$ cat src/rtl/pc_sequencer_if.sv
// Bundle between the sequencer and the surrounding pipeline: EX branch
// resolution, ID jump decode, hazard/imem control in; fetch PC and flushes out.
interface pc_sequencer_if #(
  parameter int DATA_BITS = 32
);
  // control into the sequencer
  logic                 pcsel;
  logic [DATA_BITS-1:0] branch_target;
  logic                 jmp;
  logic [DATA_BITS-1:0] jmp_target;
  logic                 stall;
  logic                 imem_ready;
  logic                 halt;

  // fetch address, flushes and status out of the sequencer
  logic [DATA_BITS-1:0] pc_out;
  logic [DATA_BITS-1:0] pc_plus4;
  logic                 flush_ifid;
  logic                 flush_idex;
  logic                 redirect_pending;
  logic                 halted;
  logic [31:0]          redirect_count;

  // pipeline side: drives control, observes PC/flushes
  modport master (
    output pcsel, branch_target, jmp, jmp_target, stall, imem_ready, halt,
    input  pc_out, pc_plus4, flush_ifid, flush_idex, redirect_pending,
           halted, redirect_count
  );

  // sequencer side
  modport slave (
    input  pcsel, branch_target, jmp, jmp_target, stall, imem_ready, halt,
    output pc_out, pc_plus4, flush_ifid, flush_idex, redirect_pending,
           halted, redirect_count
  );
endinterface

$ cat src/rtl/pc_sequencer.sv
// Program-counter sequencer: owns the fetch PC, turns EX branches and ID jumps
// into redirects with IF/ID and ID/EX flushes, parks a redirect while imem
// back-pressures, and freezes on halt until reset.
module pc_sequencer #(
  parameter int                   DATA_BITS = 32,
  parameter logic [DATA_BITS-1:0] RESET_PC  = '0
) (
  input  logic          clk,
  input  logic          rst,
  pc_sequencer_if.slave sq
);

  typedef enum logic [1:0] {RUN, HOLD, HALT} state_t;

  localparam logic [DATA_BITS-1:0] FOUR = DATA_BITS'(4);

  state_t               state, state_n;
  logic [DATA_BITS-1:0] pc, pc_n;
  logic [DATA_BITS-1:0] pend, pend_n;
  logic [31:0]          cnt;
  logic                 cnt_inc;
  logic                 fl_ifid, fl_idex;

  // state, PC, parked target and redirect counter
  always_ff @(posedge clk or posedge rst) begin
    if (rst) begin
      state <= RUN;
      pc    <= RESET_PC;
      pend  <= '0;
      cnt   <= '0;
    end else begin
      state <= state_n;
      pc    <= pc_n;
      pend  <= pend_n;
      if (cnt_inc) cnt <= cnt + 32'd1;
    end
  end

  // next state, next PC and flushes; EX branch outranks ID jump and stall
  always_comb begin
    state_n = state;
    pc_n    = pc;
    pend_n  = pend;
    cnt_inc = 1'b0;
    fl_ifid = 1'b0;
    fl_idex = 1'b0;
    unique case (state)
      RUN: begin
        if (sq.halt) begin
          state_n = HALT;
        end else if (sq.pcsel) begin
          fl_ifid = 1'b1;
          fl_idex = 1'b1;
          if (sq.imem_ready) begin
            pc_n    = sq.branch_target;
            cnt_inc = 1'b1;
          end else begin
            pend_n  = sq.branch_target;
            state_n = HOLD;
          end
        end else if (sq.jmp && !sq.stall) begin
          fl_ifid = 1'b1;
          if (sq.imem_ready) begin
            pc_n    = sq.jmp_target;
            cnt_inc = 1'b1;
          end else begin
            pend_n  = sq.jmp_target;
            state_n = HOLD;
          end
        end else if (!sq.stall && sq.imem_ready) begin
          pc_n = pc + FOUR;
        end
      end
      HOLD: begin
        // keep squashing whatever IF would otherwise hand to ID
        fl_ifid = 1'b1;
        if (sq.halt) begin
          state_n = HALT;
        end else begin
          // a branch resolving now is older in program order than the parked
          // jump, so its target wins and the ID/EX slot is squashed
          if (sq.pcsel) begin
            pend_n  = sq.branch_target;
            fl_idex = 1'b1;
          end
          if (sq.imem_ready) begin
            pc_n    = sq.pcsel ? sq.branch_target : pend;
            cnt_inc = 1'b1;
            state_n = RUN;
          end
        end
      end
      HALT: begin
        // frozen; only reset leaves
      end
      default: state_n = RUN;
    endcase
  end

  // outputs; flushes are forced low while reset is applied
  assign sq.pc_out           = pc;
  assign sq.pc_plus4         = pc + FOUR;
  assign sq.flush_ifid       = fl_ifid & ~rst;
  assign sq.flush_idex       = fl_idex & ~rst;
  assign sq.redirect_pending = (state == HOLD);
  assign sq.halted           = (state == HALT);
  assign sq.redirect_count   = cnt;

endmodule

$ cat src/flat_wrapper.sv
// flat-port wrapper written by rule: the top's interface ports become plain ports
module pc_sequencer_flat 
#(
  parameter int                   DATA_BITS = 32,
  parameter logic [DATA_BITS-1:0] RESET_PC  = '0
)
  (clk, rst, sq_pcsel, sq_branch_target, sq_jmp, sq_jmp_target, sq_stall, sq_imem_ready, sq_halt, sq_pc_out, sq_pc_plus4, sq_flush_ifid, sq_flush_idex, sq_redirect_pending, sq_halted, sq_redirect_count);
  pc_sequencer_if #(.DATA_BITS(DATA_BITS)) sq_i ();
  input  logic clk;
  input  logic rst;
  input wire logic [$bits(sq_i.pcsel)-1:0] sq_pcsel;
  input wire logic [$bits(sq_i.branch_target)-1:0] sq_branch_target;
  input wire logic [$bits(sq_i.jmp)-1:0] sq_jmp;
  input wire logic [$bits(sq_i.jmp_target)-1:0] sq_jmp_target;
  input wire logic [$bits(sq_i.stall)-1:0] sq_stall;
  input wire logic [$bits(sq_i.imem_ready)-1:0] sq_imem_ready;
  input wire logic [$bits(sq_i.halt)-1:0] sq_halt;
  output wire logic [$bits(sq_i.pc_out)-1:0] sq_pc_out;
  output wire logic [$bits(sq_i.pc_plus4)-1:0] sq_pc_plus4;
  output wire logic [$bits(sq_i.flush_ifid)-1:0] sq_flush_ifid;
  output wire logic [$bits(sq_i.flush_idex)-1:0] sq_flush_idex;
  output wire logic [$bits(sq_i.redirect_pending)-1:0] sq_redirect_pending;
  output wire logic [$bits(sq_i.halted)-1:0] sq_halted;
  output wire logic [$bits(sq_i.redirect_count)-1:0] sq_redirect_count;
  assign sq_i.pcsel = sq_pcsel;
  assign sq_i.branch_target = sq_branch_target;
  assign sq_i.jmp = sq_jmp;
  assign sq_i.jmp_target = sq_jmp_target;
  assign sq_i.stall = sq_stall;
  assign sq_i.imem_ready = sq_imem_ready;
  assign sq_i.halt = sq_halt;
  assign sq_pc_out = sq_i.pc_out;
  assign sq_pc_plus4 = sq_i.pc_plus4;
  assign sq_flush_ifid = sq_i.flush_ifid;
  assign sq_flush_idex = sq_i.flush_idex;
  assign sq_redirect_pending = sq_i.redirect_pending;
  assign sq_halted = sq_i.halted;
  assign sq_redirect_count = sq_i.redirect_count;
  pc_sequencer #(.DATA_BITS(DATA_BITS), .RESET_PC(RESET_PC)) u_core (.clk(clk), .rst(rst), .sq(sq_i));
endmodule
$ cat config.mk
export PLATFORM = sky130hd
export DESIGN_NAME = pc_sequencer_flat
export DESIGN_NICKNAME = d
export VERILOG_FILES = /design/src/rtl/pc_sequencer_if.sv /design/src/rtl/pc_sequencer.sv /design/src/flat_wrapper.sv
export SDC_FILE = /design/constraint.sdc
export NUM_CORES = 1
export LEC_CHECK = 0
export BUFFER_PORTS_ARGS = -buffer_cell sky130_fd_sc_hd__buf_2
export CAP_MARGIN = 10
export CORE_MARGIN = 2
export CORE_UTILIZATION = 57
export CTS_CLUSTER_DIAMETER = 30
export DETAILED_ROUTE_END_ITERATION = 6
export PLACE_DENSITY = 0.86
export SYNTH_ARGS = -nofsm -noshare
export SYNTH_HDL_FRONTEND = slang
export SYNTH_SLANG_ARGS = --single-unit
$ cat constraint.sdc
create_clock -name clk -period 8.3 [get_ports clk]
set_input_delay 1.245 -clock clk [delete_from_list [all_inputs] [get_ports clk]]
set_output_delay 1.245 -clock clk [all_outputs]
set_load 0.05 [all_outputs]
## After elaboration in Yosys (flattened, before gate mapping)

Cells that the tools add are included.

- Register bits: 98
- Bits of input ports: 71
- Output and inout bits: 100
- Word-level logic and storage cells: 68

- Add/sub/neg operators: 2
- Equality and inequality tests: 12
- Muxes and demuxes: 37
- Bitwise logic cells: 4
- Reductions and logical operators: 9

Operators with widths:

| kind | number |
|---|---|
| $mux 32 | 15 |
| $pmux 32 s2 | 2 |
| $add 32x1->32 const B | 1 |
| $add 32x3->32 const B | 1 |
| $mux 2 | 6 |
| $mux 1 | 11 |
| $ne 3x3->1 const B | 3 |
| $ne 2x2->1 const B | 4 |
| $reduce_and 7->1 | 1 |
| $pmux 2 s3 | 1 |
| $reduce_and 5->1 | 1 |
| $ne 4x2->1 const B | 1 |
| $ne 4x3->1 const B | 1 |
| $pmux 1 s2 | 2 |
| $ne 3x2->1 const B | 1 |
| $reduce_and 3->1 | 1 |
| $and 1x1->1 | 2 |
| $eq 2x1->1 const B | 1 |
| $eq 2x2->1 const B | 1 |
| $logic_and 1x1->1 | 2 |
| $logic_not 2->1 | 1 |
| $not 1->1 | 2 |
| $reduce_bool 2->1 | 1 |
| $reduce_or 2->1 | 1 |
| $logic_not 1->1 | 1 |

## Logic depth before layout (Yosys ltp)

Gate-level depths: netlist of run 1.

- Depth in word-level cells: 7
- Depth in mapped cells: 8
- Gate-level depth less buffers: 6

## Worst setup path after synthesis of run 1

OpenSTA, ideal clock, no wires.

- Kind: input -> output
- Start point: input port rst
- End point: output port sq_flush_ifid
- Data arrival time: 4.469 ns
- Data required time: 7.055 ns
- Setup slack: 2.586 ns
- Cell stages on the path: 3
- Buffers on the path: 0
- Path through: inv_1 > o21ai_0 > a21oi_1

- Word-level cells in the longest chain between the ends: 2

RTL lines:

| element | RTL line | source |
|---|---|---|
| start: declaration | flat_wrapper.sv:10 | `input logic rst;` |
| $not 1->1 | pc_sequencer.sv:103 | `assign sq.flush_ifid = fl_ifid & ~rst;` |
| $and 1x1->1 | pc_sequencer.sv:103 |  |
| end: declaration | flat_wrapper.sv:20 | `output wire logic [$bits(sq_i.flush_ifid)-1:0] sq_flush_ifid;` |

Every way passes these cells.

## Worst setup path after layout of run 1

- Start point: register u_core.pc[4], in the netlist u_core.sq.pc_out[4]
- End point: output port sq_pc_plus4[25]

- Word-level cells in the longest chain between the ends: 1

RTL lines:

| element | RTL line | source |
|---|---|---|
| start: declaration | pc_sequencer.sv:18 | `logic [DATA_BITS-1:0] pc, pc_n;` |
| start signal: assignment | pc_sequencer.sv:33 | `pc <= pc_n;` |
| $add 32x3->32 | pc_sequencer.sv:102 | `assign sq.pc_plus4 = pc + FOUR;` |
| end: declaration | flat_wrapper.sv:19 | `output wire logic [$bits(sq_i.pc_plus4)-1:0] sq_pc_plus4;` |

Every way passes these cells.

==> impl_results.md, run 1 <==
- Synth top area share: 40.30%
- Post-CTS setup buffer count: 0
- Via Count: 6529
- Largest net degree at the start of global routing: 78
- Initial antenna violation count: 0
- Synth warn: 0
- Register Area: 0.002452 sq mm
- Initial detailed-routing violation count: 683
- Grt total ovfl: 0
- Post-synth ARST share: 100.0%
- Share of layout cells above drive strength 1: 27.15%
- CTS Buf Count: 9
- Yosys cell types: 66
- Number of I/O pins: 171
- RSZ-0062 raised after global routing: no
- Mapped Area: 0.006085 sq mm
- Core area: 0.01032 sq mm
- # resized after CTS: 0
- Final Max Tran Viols: 0
- GRT Resource Usage Total: 32.78%
- Fin util: 69.25%
- Final min period: 4.096 ns
- Final WL: 18.95 mm
- Max cap viols: 0
- HPWL after DPL: 12.73 mm
- Measured slew at the worst slew-check pin: 1.242 ns
- TritonRoute pass-1 iters: 5
- Filler instances: 850
- Ant. Diodes: 0
- Power Total: 2.349 mW
- # DRC: 0
- Reg2reg start: u_core.sq.pc_out[4]
- # rows: 37
- Top cell type by total area after synthesis: dfrtp_1
- Avg Inst Size Synth: 8.668 sq um
- Layout net count: 916
- Hold Path Depth: 1
- Final non-filler cell total: 983
- R2R depth: 5
- Worst Setup End Kind: output port
- Synth Instances: 702
- CP Launch Point: u_core.sq.pc_out[4]
- FF+latch count, synth: 98
- Place WS: 4.336 ns
- Hold_ws: 0.4816 ns
- Period utilization: 49.35%
- Leak Pwr: 3.245 nW
- Status: finished, final reports clean
- Antenna Nets Post-Route: 0
- WP data required: 7.05 ns
- Final hold violations: 0
- Vias per cell: 6.642
- Count leader, synth: dfrtp_1
- Vias in the first global route: 5992
- Placed cell area: 0.006935 sq mm
- Multi-input logic area: 0.003333 sq mm
- Worst setup SP type: flop
- VDD IR-drop max: 0.2705 mV
- P&R area growth vs syn: 17.50%
- Post-synth top cells: dfrtp_1 (98), nand2_1 (74), a21oi_1 (71)
- Worst clock skew: 0.01230 ns
- Synthesized Nets: 775
- Largest fanout on the critical path: 12
- CTS tree: yes
- Clock Latency Late Sink: 0.38 ns
- GP Congestion: 0.8805
- Htree depth: 3
- Main flop type after synthesis: dfrtp_1
- Finished Cell Area: 0.007149 sq mm
- Maximum clock insertion buffer count: 2
- Register area share after synthesis: 40.30%
- Worst min-delay path category: reg2reg
- Worst setup margin: 4.204 ns
- Post-synth EDFFs: 0
- First-pass GRT wire length: 29.89 mm
- R2R Setup Slk: 5.72 ns
- Chip height: 107.3 microns
- Arrival time worst endpoint: 2.85 ns
- Post-CTS Hold Buffers: 0
- Reg clk slew, reported paths: 0.10 ns
- DIE AREA: 0.01152 sq mm
- PD cells: 328.6 mW/mm^2
- CP endpoint: sq_pc_plus4[25]
- # port buffers: 170
- Worst r2r dst: u_core.sq.pc_out[21]
- Final setup fails: 0
- CTS Root Cell: clkbuf_8
- Max Clk Rate: 244.1 MHz
- Clock sinks: 98
- Cells after DPL: 968
- Die X: 107.3 microns
- Initial Util: 58.94%
- Slew headroom: 17.17%
- Most area-consuming cells after synthesis: dfrtp_1 (40%), o22ai_1 (6.8%), a21oi_1 (5.8%)
- Critical setup path kind: reg2out
- Post-detailed-route wirelength per cell: 19.28 microns
- Setup TNS: 0 ns
critical path: stages, from the launching register on:
cell	delay, ns
dfrtp_1	0.50
and4_4	0.30
nand4_1	0.59
nor4_1	0.62
xor2_1	0.18
buf_2	0.28
sequential cells by signal, summed over array words and instances (netlist names):
name	count
u_core.pend	32
u_core.sq.pc_out	32
u_core.sq.redirect_count	32
u_core.state	2
power breakdown:
part | leakage, nW | total (mW) | switching [mW] | internal (mW)
clock network | 0.106 | 0.346 | 0.177 | 0.169
registers | 1.20 | 0.837 | 0.206 | 0.631
logic | 1.93 | 1.17 | 0.849 | 0.317
cells in the final DEF (no fill, tap or decap), drive strengths merged, types with 3 or more instances in the layout:
cell type,instances
buf,179
dfrtp,98
nand2,74
a21oi,71
o22ai,66
nor2,44
xnor2,34
o21ai,33
nand3,25
nor3,22
a31oi,21
nand4,19
xor2,18
inv,16
or3,11
clkbuf,9
and3,9
nor4,9
and4,8
a211oi,7
a221oi,7
mux2i,5
or2,5
nand2b,5
o221ai,4
o211ai,4
o21bai,3
o31a,3
o2bb2ai,3
o31ai,3
cell type report:
cell class	instances	area share (%)
clock buffers	9	1.733
clock inverters	6	1.260
inverters	15	0.8575
multi-input cells	540	46.62
flip-flops and latches	98	34.30
well taps	136	2.380
repair buffers	179	12.85
worst min path at each step:
| stage | endpoint | slack, ns | from |
|---|---|---|---|
| final | u_core.sq.redirect_count[31] | 0.48 | u_core.sq.redirect_count[31] |
| after global routing | u_core.sq.redirect_count[7] | 0.51 | u_core.sq.redirect_count[7] |
| after CTS | u_core.sq.redirect_count[31] | 0.48 | u_core.sq.redirect_count[31] |
| after detailed placement | u_core.sq.redirect_count[31] | 0.47 | u_core.sq.redirect_count[31] |
| after global placement | u_core.sq.redirect_count[31] | 0.45 | u_core.sq.redirect_count[31] |
| after floorplan | u_core.pend[0] | 0.45 | u_core.pend[0] |
kinds of logic after synthesis:
group	Yosys count	share of synthesized area (%)
fa+ha+maj	2	0.4112
compound gates	241	24.61
xor+xnor	52	7.485
buf+inv	64	5.059
mux	7	1.193
simple gates	238	20.93
flops	98	40.30
per-layer routing:
| metal | routed length [microns] | global-route usage, % | part of all wire (%) | up-vias |
|---|---|---|---|---|
| met5 | 0 | 0 | 0 | - |
| met4 | 646 | 16.51 | 3.4 | 0 |
| met3 | 1972 | 5.630 | 10 | 64 |
| met2 | 8871 | 49.82 | 47 | 457 |
| met1 | 7463 | 45.22 | 39 | 3102 |
| li1 | - | - | - | 2906 |
No activity file was read; power rests on OpenSTA's default activity.
==> inputs of run 2 (changes only) <==
--- a/config.mk
+++ b/config.mk
@@ -8,10 +8,10 @@
 export BUFFER_PORTS_ARGS = -buffer_cell sky130_fd_sc_hd__buf_2
 export CAP_MARGIN = 10
 export CORE_MARGIN = 2
-export CORE_UTILIZATION = 57
+export CORE_UTILIZATION = 48
 export CTS_CLUSTER_DIAMETER = 30
 export DETAILED_ROUTE_END_ITERATION = 6
-export PLACE_DENSITY = 0.86
+export PLACE_DENSITY = 0.77
 export SYNTH_ARGS = -nofsm -noshare
 export SYNTH_HDL_FRONTEND = slang
 export SYNTH_SLANG_ARGS = --single-unit
==> constraint.sdc (replaced) <==
create_clock -name clk -period 3.6 [get_ports clk]
set_input_delay 0.54 -clock clk [delete_from_list [all_inputs] [get_ports clk]]
set_output_delay 0.54 -clock clk [all_outputs]
set_load 0.05 [all_outputs]
==> impl_results.md, run 2 (synthesis results as in run 1) <==
- # rows: 41
- Place WS: 0.7443 ns
- Worst Setup End Kind: output port
- Die X: 116.6 microns
- Core area: 0.01252 sq mm
- CTS tree: yes
- Share of layout cells above drive strength 1: 26.79%
- Sequential power share: 34.6%
- Slew headroom: 32.64%
- NetSw: 2.816 mW
- CTS Root Cell: clkbuf_16
- Initial Util: 48.61%
- Worst min-delay path category: in2async
- Worst clock skew: 0.005207 ns
- Post-CTS Hold Buffers: 0
- Cells after DPL: 1008
- HPWL after DPL: 13.07 mm
- Final min period: 3.291 ns
- Pint: 2.661 mW
- P&R area growth vs syn: 19.31%
- Reg clk slew, reported paths: 0.06 ns
- Vias in the first global route: 5540
- Comb pwr share: 49.5%
- Via Count: 6295
- Measured slew at the worst slew-check pin: 1.006 ns
- Grt total ovfl: 0
- Worst setup margin: 0.3094 ns
- Critical setup path kind: reg2out
- Max cap viols: 0
- VDD IR-drop max: 0.5521 mV
- Number of I/O pins: 171
- Post-detailed-route wirelength per cell: 18.43 microns
- # port buffers: 170
- Status: finished, final reports clean
- Final Max Tran Viols: 0
- WP data required: 3.06 ns
- Largest fanout on the critical path: 7
- Largest net degree at the start of global routing: 60
- Maximum clock insertion buffer count: 2
- Switching Fraction: 51.42%
- Chip height: 116.6 microns
- GP Congestion: 0.9051
- DIE AREA: 0.01359 sq mm
- PD cells: 754.6 mW/mm^2
- RSZ-0062 raised after global routing: no
- Period utilization: 91.40%
- Initial detailed-routing violation count: 647
- Filler instances: 1188
- Most frequent cells in the layout: buf_2 (170), dfrtp_1 (98), nand2_1 (74)
- Final hold violations: 0
- Most common cell after layout, fill and taps aside: buf_2
- CTS Buf Count: 9
- Final non-filler cell total: 1023
- Clock sinks: 98
- Final setup fails: 0
- Htree depth: 3
- # DRC: 0
- Worst setup SP type: flop
- # resized after CTS: 0
- Initial antenna violation count: 0
- Clock share of power: 16.0%
- Arrival time worst endpoint: 2.75 ns
- Post-CTS setup buffer count: 0
- GRT Resource Usage Total: 27.58%
- Antenna Nets Post-Route: 0
- Max Clk Rate: 303.9 MHz
- First-pass GRT wire length: 29.35 mm
- Clock Latency Late Sink: 0.35 ns
- TritonRoute pass-1 iters: 5
- Ant. Diodes: 0
- Setup TNS: 0 ns
- Layout net count: 920
- Final WL: 18.85 mm
- Leak Pwr: 3.271 nW
- Vias per cell: 6.153
==> run 2: changes by cell type in the layout (fill, tap and decap cells not counted) <==
cell       before  now
clkbuf_1        0    6
inv_6           1    0
clkbuf_8        9    0
clkbuf_16       0    9
clkinv_2        1    0
inv_4           2    1
clkinv_4        1    0
bufinv_16       2    0
buf_4           9   13
==> run 2: critical path: stages, from the launching register on <==
cell,delay [ns]
dfrtp_1,0.47
nand4_1,0.34
nor4_1,0.81
a21boi_0,0.22
or2_2,0.34
buf_2,0.21
==> run 2: stage by stage <==
step,util (%),instance area [sq um],hold slack [ns],total power [mW]
4_1_cts,58.00,7259,0.1581,5.475
3_5_place_dp,56.02,7012,0.4509,4.597
2_1_floorplan,-,6088,0.4497,3.922
3_3_place_gp,56.02,7012,0.4497,4.560
6_report,58.00,7259,0.1576,5.478
5_1_grt,58.00,7259,0.1680,5.768
==> run 2: final timing paths <==
kind,startpoint,endpoint,slack (ns),cells after the start
max in group asynchronous,rst,u_core.sq.pc_out[4],1.94,4
min in group clk,sq_imem_ready,u_core.state[0],0.38,2
max reg2reg,u_core.sq.pc_out[8],u_core.sq.pc_out[21],1.25,5
min reg2reg,u_core.sq.redirect_count[31],u_core.sq.redirect_count[31],0.46,1
min,rst,u_core.sq.pc_out[2],0.16,2
max,u_core.sq.pc_out[5],sq_pc_plus4[19],0.31,5
==> run 2: area by class of cell <==
type / count / area (sq um) / area share, %
multi-input cells: 540 / 3333 / 45.92
flip-flops and latches: 98 / 2452 / 33.78
repair buffers: 183 / 948.4 / 13.06
clock buffers: 15 / 247.7 / 3.413
well taps: 172 / 215.2 / 2.964
inverters: 15 / 62.56 / 0.8618
==> run 2: metal layers <==
layer  part of all wire [%]  GRT usage [%]  routed length [microns]
met4                    2.9          12.86                      539
met1                     43          39.15                     8029
met2                     45          41.16                     8576
met5                      0              0                        0
met3                    9.0          4.826                     1704
==> run 2: power by group through the flow <==
stage	sequential [mW]	clock, mW	combinational, mW
2_1_floorplan	2.40	0	1.52
6_report	1.89	0.874	2.71
3_5_place_dp	1.90	0	2.70
4_1_cts	1.88	0.888	2.71
5_1_grt	1.96	0.930	2.88
3_3_place_gp	1.88	0	2.68
